File: src/rtl/hdmi_pkg.sv
// Shared definitions for the HDMI test-pattern path: scan states, mode encoding,
// RGB palette and the helpers that map indices onto it.
package hdmi_pkg;

  typedef logic [23:0] rgb_t;

  typedef enum logic {
    ST_IDLE = 1'b0,
    ST_SCAN = 1'b1
  } scan_state_t;

  localparam logic [1:0] MODE_SOLID       = 2'd0;
  localparam logic [1:0] MODE_BARS        = 2'd1;
  localparam logic [1:0] MODE_CHECKER     = 2'd2;
  localparam logic [1:0] MODE_CHECKER_BOX = 2'd3;

  function automatic rgb_t pack_rgb(input logic [7:0] r, input logic [7:0] g,
                                    input logic [7:0] b);
    return {r, g, b};
  endfunction

  localparam rgb_t COL_WHITE   = pack_rgb(8'hFF, 8'hFF, 8'hFF);
  localparam rgb_t COL_YELLOW  = pack_rgb(8'hFF, 8'hFF, 8'h00);
  localparam rgb_t COL_CYAN    = pack_rgb(8'h00, 8'hFF, 8'hFF);
  localparam rgb_t COL_GREEN   = pack_rgb(8'h00, 8'hFF, 8'h00);
  localparam rgb_t COL_MAGENTA = pack_rgb(8'hFF, 8'h00, 8'hFF);
  localparam rgb_t COL_RED     = pack_rgb(8'hFF, 8'h00, 8'h00);
  localparam rgb_t COL_BLUE    = pack_rgb(8'h00, 8'h00, 8'hFF);
  localparam rgb_t COL_BLACK   = pack_rgb(8'h00, 8'h00, 8'h00);
  localparam rgb_t COL_BOX     = pack_rgb(8'hFF, 8'hCC, 8'h66);
  localparam rgb_t COL_CHECK_A = pack_rgb(8'hFF, 8'hFF, 8'hFF);
  localparam rgb_t COL_CHECK_B = pack_rgb(8'hCC, 8'hCC, 8'hCC);

  function automatic rgb_t bar_colour(input logic [2:0] idx);
    case (idx)
      3'd0:    return COL_WHITE;
      3'd1:    return COL_YELLOW;
      3'd2:    return COL_CYAN;
      3'd3:    return COL_GREEN;
      3'd4:    return COL_MAGENTA;
      3'd5:    return COL_RED;
      3'd6:    return COL_BLUE;
      default: return COL_BLACK;
    endcase
  endfunction

  // Ring index 0 is the outermost pixel of the frame.
  function automatic rgb_t ring_colour(input logic [1:0] k);
    case (k)
      2'd0:    return COL_BLUE;
      2'd1:    return COL_GREEN;
      2'd2:    return COL_RED;
      default: return COL_BLACK;
    endcase
  endfunction

endpackage

File: src/rtl/pattern_pixel.sv
// Combinational colour of one pixel from its coordinates, the frame geometry,
// the configuration latched at frame start and the current box position.
module pattern_pixel
  import hdmi_pkg::*;
#(
  parameter int PIXEL_BITS = 24,
  parameter int BOX_SIZE   = 200,
  parameter int BAR_SHIFT  = 5
) (
  input  logic [15:0]           x,
  input  logic [15:0]           y,
  input  logic                  active,
  input  logic [15:0]           width,
  input  logic [15:0]           height,
  input  logic [1:0]            mode,
  input  logic [23:0]           solid_colour,
  input  logic [2:0]            check_shift,
  input  logic                  ring_enable,
  input  logic [15:0]           box_x,
  input  logic [15:0]           box_y,
  output logic [PIXEL_BITS-1:0] pixel
);

  logic [15:0] dist_right;
  logic [15:0] dist_bottom;
  logic [15:0] dist_near;
  logic [15:0] dist_far;
  logic [15:0] dist_min;
  logic        in_ring;
  logic        in_box;
  rgb_t        rgb;

  always_comb begin
    // Valid only for on-screen pixels; off-screen lanes are masked by active.
    dist_right  = width - 16'd1 - x;
    dist_bottom = height - 16'd1 - y;
    dist_near   = (x < y) ? x : y;
    dist_far    = (dist_right < dist_bottom) ? dist_right : dist_bottom;
    dist_min    = (dist_near < dist_far) ? dist_near : dist_far;
    in_ring     = ring_enable && (dist_min < 16'd4);

    in_box = (mode == MODE_CHECKER_BOX) &&
             (x >= box_x) && ({1'b0, x} < ({1'b0, box_x} + 17'(BOX_SIZE))) &&
             (y >= box_y) && ({1'b0, y} < ({1'b0, box_y} + 17'(BOX_SIZE)));

    rgb = COL_BLACK;
    if (in_ring) begin
      rgb = ring_colour(dist_min[1:0]);
    end else if (in_box) begin
      rgb = COL_BOX;
    end else if (mode == MODE_SOLID) begin
      rgb = solid_colour;
    end else if (mode == MODE_BARS) begin
      rgb = bar_colour(3'(x >> BAR_SHIFT));
    end else begin
      rgb = (x[check_shift] ^ y[check_shift]) ? COL_CHECK_A : COL_CHECK_B;
    end

    pixel = active ? PIXEL_BITS'(rgb) : '0;
  end

endmodule

File: src/rtl/pattern_generator.sv
// Multi-mode video test-pattern source: scans one frame per start_frame request,
// emitting LANES pixels per ready/valid beat, and moves a bouncing box per frame.
module pattern_generator
  import hdmi_pkg::*;
#(
  parameter int LANES      = 4,
  parameter int PIXEL_BITS = 24,
  parameter int BOX_SIZE   = 200,
  parameter int BOX_STEP   = 8,
  parameter int BORDER     = 20,
  parameter int BAR_SHIFT  = 5
) (
  input  logic                        clock,
  input  logic                        reset_n,
  input  logic [15:0]                 video_width,
  input  logic [15:0]                 video_height,
  input  logic [1:0]                  mode,
  input  logic [23:0]                 solid_colour,
  input  logic [2:0]                  check_shift,
  input  logic                        ring_enable,
  input  logic                        start_frame,
  output logic                        busy,
  input  logic                        ready,
  output logic                        valid,
  output logic [LANES*PIXEL_BITS-1:0] data,
  output logic                        sof,
  output logic                        eol,
  output logic [15:0]                 frame_count
);

  // Handshake: a beat transfers on a cycle with valid & ready. The output register
  // and the scan counters advance only when the slot is free (ready | ~valid), so
  // a stalled beat holds data/sof/eol/valid stable until it is taken.

  scan_state_t state;
  logic [15:0] cx;
  logic [15:0] cy;
  logic [1:0]  cfg_mode;
  logic [23:0] cfg_solid;
  logic [2:0]  cfg_check_shift;
  logic        cfg_ring;
  logic [15:0] box_x;
  logic [15:0] box_y;
  logic        dir_x;
  logic        dir_y;

  logic                        adv;
  logic                        line_end;
  logic                        frame_end;
  logic [LANES*PIXEL_BITS-1:0] beat;

  assign adv       = ready | ~valid;
  assign line_end  = ({1'b0, cx} + 17'(LANES)) >= {1'b0, video_width};
  assign frame_end = ({1'b0, cy} + 17'd1) >= {1'b0, video_height};
  assign busy      = (state == ST_SCAN);

  for (genvar i = 0; i < LANES; i++) begin : g_lane
    logic [16:0]           lane_x;
    logic [PIXEL_BITS-1:0] lane_pixel;

    assign lane_x = {1'b0, cx} + 17'(i);

    pattern_pixel #(
      .PIXEL_BITS(PIXEL_BITS),
      .BOX_SIZE  (BOX_SIZE),
      .BAR_SHIFT (BAR_SHIFT)
    ) u_pixel (
      .x           (lane_x[15:0]),
      .y           (cy),
      .active      (lane_x < {1'b0, video_width}),
      .width       (video_width),
      .height      (video_height),
      .mode        (cfg_mode),
      .solid_colour(cfg_solid),
      .check_shift (cfg_check_shift),
      .ring_enable (cfg_ring),
      .box_x       (box_x),
      .box_y       (box_y),
      .pixel       (lane_pixel)
    );

    assign beat[i*PIXEL_BITS +: PIXEL_BITS] = lane_pixel;
  end

  // Returns {new_dir, new_pos} for one axis; dir 0 means moving towards higher
  // coordinates. Frames too small for the box to move keep it parked at BORDER.
  function automatic logic [16:0] box_next(input logic [15:0] pos, input logic dir,
                                           input logic [15:0] extent);
    if ({1'b0, extent} < 17'(BOX_SIZE + 2*BORDER + BOX_STEP)) begin
      return {1'b0, 16'(BORDER)};
    end else if (!dir) begin
      if (({1'b0, pos} + 17'(BOX_STEP + BOX_SIZE + BORDER)) <= {1'b0, extent})
        return {1'b0, pos + 16'(BOX_STEP)};
      else
        return {1'b1, pos - 16'(BOX_STEP)};
    end else begin
      if (pos >= 16'(BORDER + BOX_STEP))
        return {1'b1, pos - 16'(BOX_STEP)};
      else
        return {1'b0, pos + 16'(BOX_STEP)};
    end
  endfunction

  always_ff @(posedge clock or negedge reset_n) begin
    if (!reset_n) begin
      state           <= ST_IDLE;
      cx              <= '0;
      cy              <= '0;
      cfg_mode        <= MODE_SOLID;
      cfg_solid       <= '0;
      cfg_check_shift <= '0;
      cfg_ring        <= 1'b0;
      box_x           <= 16'(BORDER);
      box_y           <= 16'(BORDER);
      dir_x           <= 1'b0;
      dir_y           <= 1'b0;
      valid           <= 1'b0;
      data            <= '0;
      sof             <= 1'b0;
      eol             <= 1'b0;
      frame_count     <= '0;
    end else begin
      case (state)
        ST_IDLE: begin
          if (adv) begin
            valid <= 1'b0;
            sof   <= 1'b0;
            eol   <= 1'b0;
          end
          if (start_frame) begin
            cfg_mode        <= mode;
            cfg_solid       <= solid_colour;
            cfg_check_shift <= check_shift;
            cfg_ring        <= ring_enable;
            cx              <= '0;
            cy              <= '0;
            state           <= ST_SCAN;
          end
        end
        ST_SCAN: begin
          if (adv) begin
            valid <= 1'b1;
            data  <= beat;
            sof   <= (cx == 16'd0) && (cy == 16'd0);
            eol   <= line_end;
            if (!line_end) begin
              cx <= cx + 16'(LANES);
            end else begin
              cx <= '0;
              if (!frame_end) begin
                cy <= cy + 16'd1;
              end else begin
                state          <= ST_IDLE;
                frame_count    <= frame_count + 16'd1;
                {dir_x, box_x} <= box_next(box_x, dir_x, video_width);
                {dir_y, box_y} <= box_next(box_y, dir_y, video_height);
              end
            end
          end
        end
        default: state <= ST_IDLE;
      endcase
    end
  end

endmodule

File: config.mk
export PLATFORM = sky130hd
export DESIGN_NAME = pattern_generator
export DESIGN_NICKNAME = d
export VERILOG_FILES = /design/src/rtl/hdmi_pkg.sv /design/src/rtl/pattern_pixel.sv /design/src/rtl/pattern_generator.sv
export SDC_FILE = /design/constraint.sdc
export NUM_CORES = 1
export LEC_CHECK = 0
export CAP_MARGIN = 15
export CELL_PAD_IN_SITES_DETAIL_PLACEMENT = 0
export CELL_PAD_IN_SITES_GLOBAL_PLACEMENT = 1
export CORE_ASPECT_RATIO = 0.75
export CORE_MARGIN = 10
export CORE_UTILIZATION = 41
export DETAILED_ROUTE_END_ITERATION = 10
export PLACE_DENSITY_LB_ADDON = 0.1
export SYNTH_ARGS = -nofsm -noshare
export SYNTH_HDL_FRONTEND = slang
export SYNTH_SLANG_ARGS = --single-unit
File: constraint.sdc
create_clock -name clock -period 16.6 [get_ports clock]
set_input_delay 2.49 -clock clock [delete_from_list [all_inputs] [get_ports clock]]
set_output_delay 2.49 -clock clock [all_outputs]
set_load 0.1 [all_outputs]
# --- Yosys cells after proc, flatten, opt, wreduce, memory -nomap -nowiden ---
# Cells that the tools add are included.
totals:
  input_bits: 66
  ff_bits: 212
  output_inout_bits: 116
  word_cells: 244
classes:
  eq_ne: 39
  order_cmp: 39
  reduce_logical: 38
  addsub: 23
  bitwise_logic: 7
  mux: 82
ops:
  columns: ["cell", "count"]
  rows:
  - ["24-bit one-hot mux with 7 select lines", 4]
  - ["24-bit 2-to-1 mux", 20]
  - ["16-bit 2-to-1 mux", 18]
  - ["24-bit one-hot mux with 3 select lines", 4]
  - ["16-bit less-than comparator", 13]
  - ["17-bit 2-to-1 mux", 8]
  - ["22-bit 2-to-1 mux", 4]
  - ["16-bit by 17-bit less-than comparator with 1-bit output", 5]
  - ["16-bit greater-or-equal comparator", 5]
  - ["16-bit subtractor", 5]
  - ["16-bit by 8-bit adder with 17-bit output, second input constant", 4]
  - ["16-bit by 3-bit less-than comparator with 1-bit output, second input constant", 4]
  - ["16-bit one-hot mux with 2 select lines", 2]
  - ["17-bit by 16-bit less-than comparator with 1-bit output", 3]
  - ["3-bit == test, second input constant", 12]
  - ["16-bit by 1-bit adder with 17-bit output, second input constant", 2]
  - ["16-bit by 2-bit adder with 17-bit output, second input constant", 2]
  - ["17-bit by 16-bit greater-or-equal comparator with 1-bit output", 2]
  - ["17-bit by 16-bit <= comparator with 1-bit output", 2]
  - ["16-bit by 1-bit adder with 16-bit output, second input constant", 2]
  - ["16-bit by 4-bit adder with 16-bit output, second input constant", 2]
  - ["16-bit by 5-bit greater-or-equal comparator with 1-bit output, second input constant", 2]
  - ["16-bit logical NOT", 2]
  - ["16-bit by 8-bit less-than comparator with 1-bit output, second input constant", 2]
  - ["22 further kinds", 99]

# --- Logic depth before layout (Yosys ltp) ---
logic_depth:
  ltp_word: 10
  depth_mapped: 36
  ltp_nobuf: 31

# --- Cells and area by module ---
# From an unflattened synthesis, not the netlist that was laid out.
unflattened:
  hier_cells: 4662
  hier_area_um2: 35270.1
by_module_without_submodules:
  columns: ["module", "cells_per_inst", "seq_area_each_um2", "n_inst", "area_each_um2"]
  rows:
  - ["pattern_generator", 1476, 5159.9, 1, 12360.6]
  - ["pattern_pixel (g_lane[1].u_pixel)", 822, 0.0, 1, 5979.5]
  - ["pattern_pixel (g_lane[3].u_pixel)", 798, 0.0, 1, 5738.0]
  - ["pattern_pixel (g_lane[2].u_pixel)", 795, 0.0, 1, 5655.4]
  - ["pattern_pixel (g_lane[0].u_pixel)", 771, 0.0, 1, 5536.6]

# --- Worst setup path after synthesis ---
# No wires, ideal clock.
synth_path:
  path_type: "input-to-reg"
  start: "in video_width[0]"
  end: "reg data[48]"
  setup_time_ns: 0.083
  path_buffers: 5
  slack_ns: 6.772
  arrival_ns: 9.745
  t_required_ns: 16.517
  path_stages: 33
  cell_sequence: "buf_2 inv_1 ha_1 nand3_1 nor2_1 xnor2_1 ha_1 a21o_1 or2_1 o311ai_2 nor2_1 o41ai_2 xnor2_1 ha_1 nand4_1 nor4_1 a32oi_2 nand2_1 clkbuf_1 clkbuf_1 clkbuf_1 mux2i_1 ha_1 a211oi_1 o21ai_0 a221o_1 a2111oi_0 a21o_1 nand3_1 o41ai_4 buf_2 a21oi_1 o21ai_0"
synth_between:
  elab_chain_cells: 10
  word_cells_on_any_way: 15
  cone_classes: "add/sub: 2; order compare: 4; eq/ne: 2; mux: 5; reduce/logical: 2"
synth_rtl:
  columns: ["item", "line_no", "rtl"]
  rows:
  - ["start: declaration", "pattern_generator.sv:15", "input logic [15:0] video_width,"]
  - ["16-bit by 1-bit subtractor with 16-bit output", "pattern_pixel.sv:35", "dist_right = width - 16'd1 - x;"]
  - ["16-bit subtractor", "pattern_pixel.sv:35", null]
  - ["16-bit less-than comparator", "pattern_pixel.sv:38", "dist_far = (dist_right < dist_bottom) ? dist_right : dist_bottom;"]
  - ["16-bit 2-to-1 mux", "pattern_pixel.sv:38", null]
  - ["16-bit less-than comparator", "pattern_pixel.sv:39", "dist_min = (dist_near < dist_far) ? dist_near : dist_far;"]
  - ["16-bit 2-to-1 mux", "pattern_pixel.sv:39", null]
  - ["16-bit by 3-bit less-than comparator with 1-bit output (tied with other cells)", "pattern_pixel.sv:40", "in_ring = ring_enable && (dist_min < 16'd4);"]
  - ["1-bit logical AND or 24-bit one-hot mux with 3 select lines (tied branches)", "pattern_pixel.sv:40, hdmi_pkg.sv:49", null]
  - ["24-bit 2-to-1 mux", "pattern_pixel.sv:47", "if (in_ring) begin"]
  - ["24-bit 2-to-1 mux (*)", "pattern_pixel.sv:59", "pixel = active ? PIXEL_BITS'(rgb) : '0;"]
  - ["end signal: assignment", "pattern_generator.sv:143", "data <= beat;"]
  - ["end: declaration", "pattern_generator.sv:25", "output logic [LANES*PIXEL_BITS-1:0] data,"]
# Every way passes the cells marked *; elsewhere a longest branch is shown, timed or not.
# A chain may end at the register's enable or synchronous reset.

# --- Worst setup path after layout ---
# Same ends and word-level chain as after synthesis.

==> impl_metrics.env <==
export IMPL_cts_resized=0
export IMPL_power_leakage_nw=13.4
export IMPL_final_cell_mix="436 x nand2_1, 433 x ha_1, 285 x o21ai_0"
export IMPL_fin_crit_ns=12.46
export IMPL_core_area_mm2=0.0635
export IMPL_cpMaxStageDelayCell="clkdlybuf4s50_1"
export IMPL_cp_slowest_stage_delay_ns=1.22
export IMPL_internal_power_w=0.00170
export IMPL_ys_ff_latch=206
export IMPL_async_flop_share_pct=100
export IMPL_antenna_found_initial=3
export IMPL_num_rows=80
export IMPL_diodes=0
export IMPL_finalInstanceArea_mm2=0.0296
export IMPL_drc=0
export IMPL_worstSetupEndpointType="flip-flop"
export IMPL_reg2reg_setup_slack_ns=6.70
export IMPL_worst_slew_pin_slew_ns=1.19
export IMPL_fin_skew_ns=0.0242
export IMPL_place_hpwl_um=89800
export IMPL_detail_route_antenna_nets=0
export IMPL_cts_tree="yes"
export IMPL_root_buffer="clkbuf_16"
export IMPL_fillers=6375
export IMPL_ctsHtreeMaxLevel=1
export IMPL_wire_per_inst_um=26.2
export IMPL_synth_top_flop_cell="dfrtp_1"
export IMPL_vias=26958
export IMPL_place_area_mm2=0.0288
export IMPL_yosysSeqAreaShare_pct=19.7
export IMPL_fin_hold_ws_ns=0.473
export IMPL_hold_start="eol$_DFFE_PN0P_"
export IMPL_drt_iter0_markers=2787
export IMPL_ios=182
export IMPL_criticalPathCategory="in2reg"
export IMPL_fmax_ghz=0.0803
export IMPL_place_ws_ns=3.85
export IMPL_die_h_um=239
export IMPL_rsz0062_at_grt="false"
export IMPL_clockPowerShare_pct=13.4
export IMPL_firstDrtPassIters=9
export IMPL_vdd_drop_max_mv=0.112
export IMPL_drv_slew=0
export IMPL_final_util_pct=46.7
export IMPL_cts_hold_buffers=0
export IMPL_syn_inst=3346
export IMPL_critPathRequiredTime_ns=17.02
export IMPL_slew_headroom_pct=20.4
export IMPL_final_common_cell="nand2_1"
export IMPL_timing_critical_path_mode_cell="ha_1"
export IMPL_synth_fp_nets=3848
export IMPL_drv_cap=0
export IMPL_synth_edff_count=0
export IMPL_yosysWarnings=0
export IMPL_cp_start_kind="input pin"
export IMPL_post_route_period_util_pct=75.1
export IMPL_worstPathMaxFanout=32
export IMPL_gp_congestion=0.977
export IMPL_syn_cell_area_mm2=0.0262
export IMPL_power_frac_seq_pct=18.2
export IMPL_numClockSinks=206
export IMPL_r2r_start="cy[0]$_DFFE_PN0P_"
export IMPL_swShare_pct=57.8
export IMPL_synth_distinct_cells=109
export IMPL_finalSetupViolCount=0
export IMPL_routed_wl_um=113000
export IMPL_clk_path_buf_depth=3
export IMPL_track_usage_pct=28.9
export IMPL_fin_nets=3941
export IMPL_comb_power_share_pct=68.5
export IMPL_clkSlewWorstSetupHoldPaths_ns=0.07
export IMPL_hp_class="reg2reg"
export IMPL_numCtsBuffers=24
export IMPL_outcome="complete, no violations"
export IMPL_vias_per_cell=6.25
export IMPL_setup_tns_ns=0
export IMPL_grt_overflow=0
export IMPL_die_x_um=312
export IMPL_post_cts_buffers=0
export IMPL_avgSynthCellArea_um2=7.84
export IMPL_worstPathArrival_ns=12.88
export IMPL_setup_slack_ns=4.14
export IMPL_clock_latency_ns=0.57
export IMPL_grt_pass1_wl_um=167000
export IMPL_grt_pass1_vias=25876
export IMPL_io_buffers=181
export IMPL_die_area_mm2=0.0746
export IMPL_p_sw_w=0.00232
export IMPL_finalHoldViolations=0
export IMPL_cp_startpoint="video_width[0]"
export IMPL_initial_utilization_pct=41.3
export IMPL_drive_above_1_share_pct=5.47
export IMPL_area_delta_synth_final_pct=13.0
export IMPL_grt_max_degree=72
export IMPL_power_density_mw_per_mm2=136
flip-flops by register name, summed over array words and instances (netlist names), 2 cells and up:
register and cells:
box_y 14, cfg_check_shift 3, cx 14, cfg_mode 2, cfg_solid 24, frame_count 16
data 96, cy 16, box_x 14
stage by stage:
step	cells	total power, W
after floorplan	3346	0.00255
after global placement	4271	0.00339
after detailed placement	4271	0.00342
after CTS	4313	0.00397
after global routing	4316	0.00421
final	4316	0.00402
routing by layer:
metal  vias up  wire length (um)  share of wire [%]  GRT usage, %
li1      12456                 -                  -             -
met1     13228             53200                 47          42.0
met2      1126             48800                 43          44.7
met3       148              8310                7.3          3.84
met4         0              2750                2.4          6.63
met5         -                 0                  0             0
Yosys cell counts, drive strengths merged, types with 29 or more instances:
cell type	instances	share of area, %
o21ai	296	5.7
or3	29	0.71
nor3	90	1.7
inv	182	2.6
a21oi	216	4.2
nand2	437	6.3
dfrtp	202	19
o211ai	33	1.0
ha	433	21
nand4	53	1.3
a21o	76	2.2
and3	30	0.72
mux2i	54	2.1
xnor2	128	4.3
a211oi	37	1.1
clkbuf	137	2.1
nor4	32	0.76
xor2	37	1.2
nand3	88	1.7
o21a	58	1.7
nand2b	30	0.72
nor2	213	3.1
power groups by stage:
| stage | clock, W | combinational, W | sequential [W] |
|---|---|---|---|
| after floorplan | 0 | 0.00118 | 0.00137 |
| after global placement | 0 | 0.00265 | 0.000738 |
| after detailed placement | 0 | 0.00268 | 0.000737 |
| after CTS | 0.000544 | 0.00269 | 0.000730 |
| after global routing | 0.000565 | 0.00291 | 0.000738 |
| final | 0.000537 | 0.00275 | 0.000731 |
critical path, delay by kind of cell:
kind	cells	cell delay [ns]
compound gates	13	4.00
xor+xnor	1	0.45
fa+ha+maj	5	1.99
buf+inv	5	2.72
mux	1	0.28
simple gates	4	0.91
cells by family after synthesis:
kind of cell / Yosys count / share of synthesized area [%]
simple gates: 1127 / 20.5
flops: 206 / 19.7
fa+ha+maj: 436 / 20.9
buf+inv: 350 / 5.34
mux: 76 / 3.14
xor+xnor: 165 / 5.54
compound gates: 986 / 24.9
final timing paths:
path                            cells past startpoint                    to
worst min-delay path                                1       eol$_DFFE_PN0P_
max in group asynchronous                           2  data[88]$_DFFE_PN0P_
worst min register to register                      1       eol$_DFFE_PN0P_
worst max-delay path                               29  data[48]$_DFFE_PN0P_
worst max register to register                     29  data[48]$_DFFE_PN0P_
min in group asynchronous                           1  cfg_ring$_DFFE_PN0P_
layout make-up:
cell class              count  area [um^2]  area share (%)
well taps                 861         1080            3.64
multi-input cells        2790        19700            66.6
clock buffers              27          612            2.07
repair buffers            232         2200            7.44
clock inverters            15          145           0.490
flip-flops and latches    206         5160            17.4
inverters                 185          694            2.34
(Power assumes the default switching activity.)
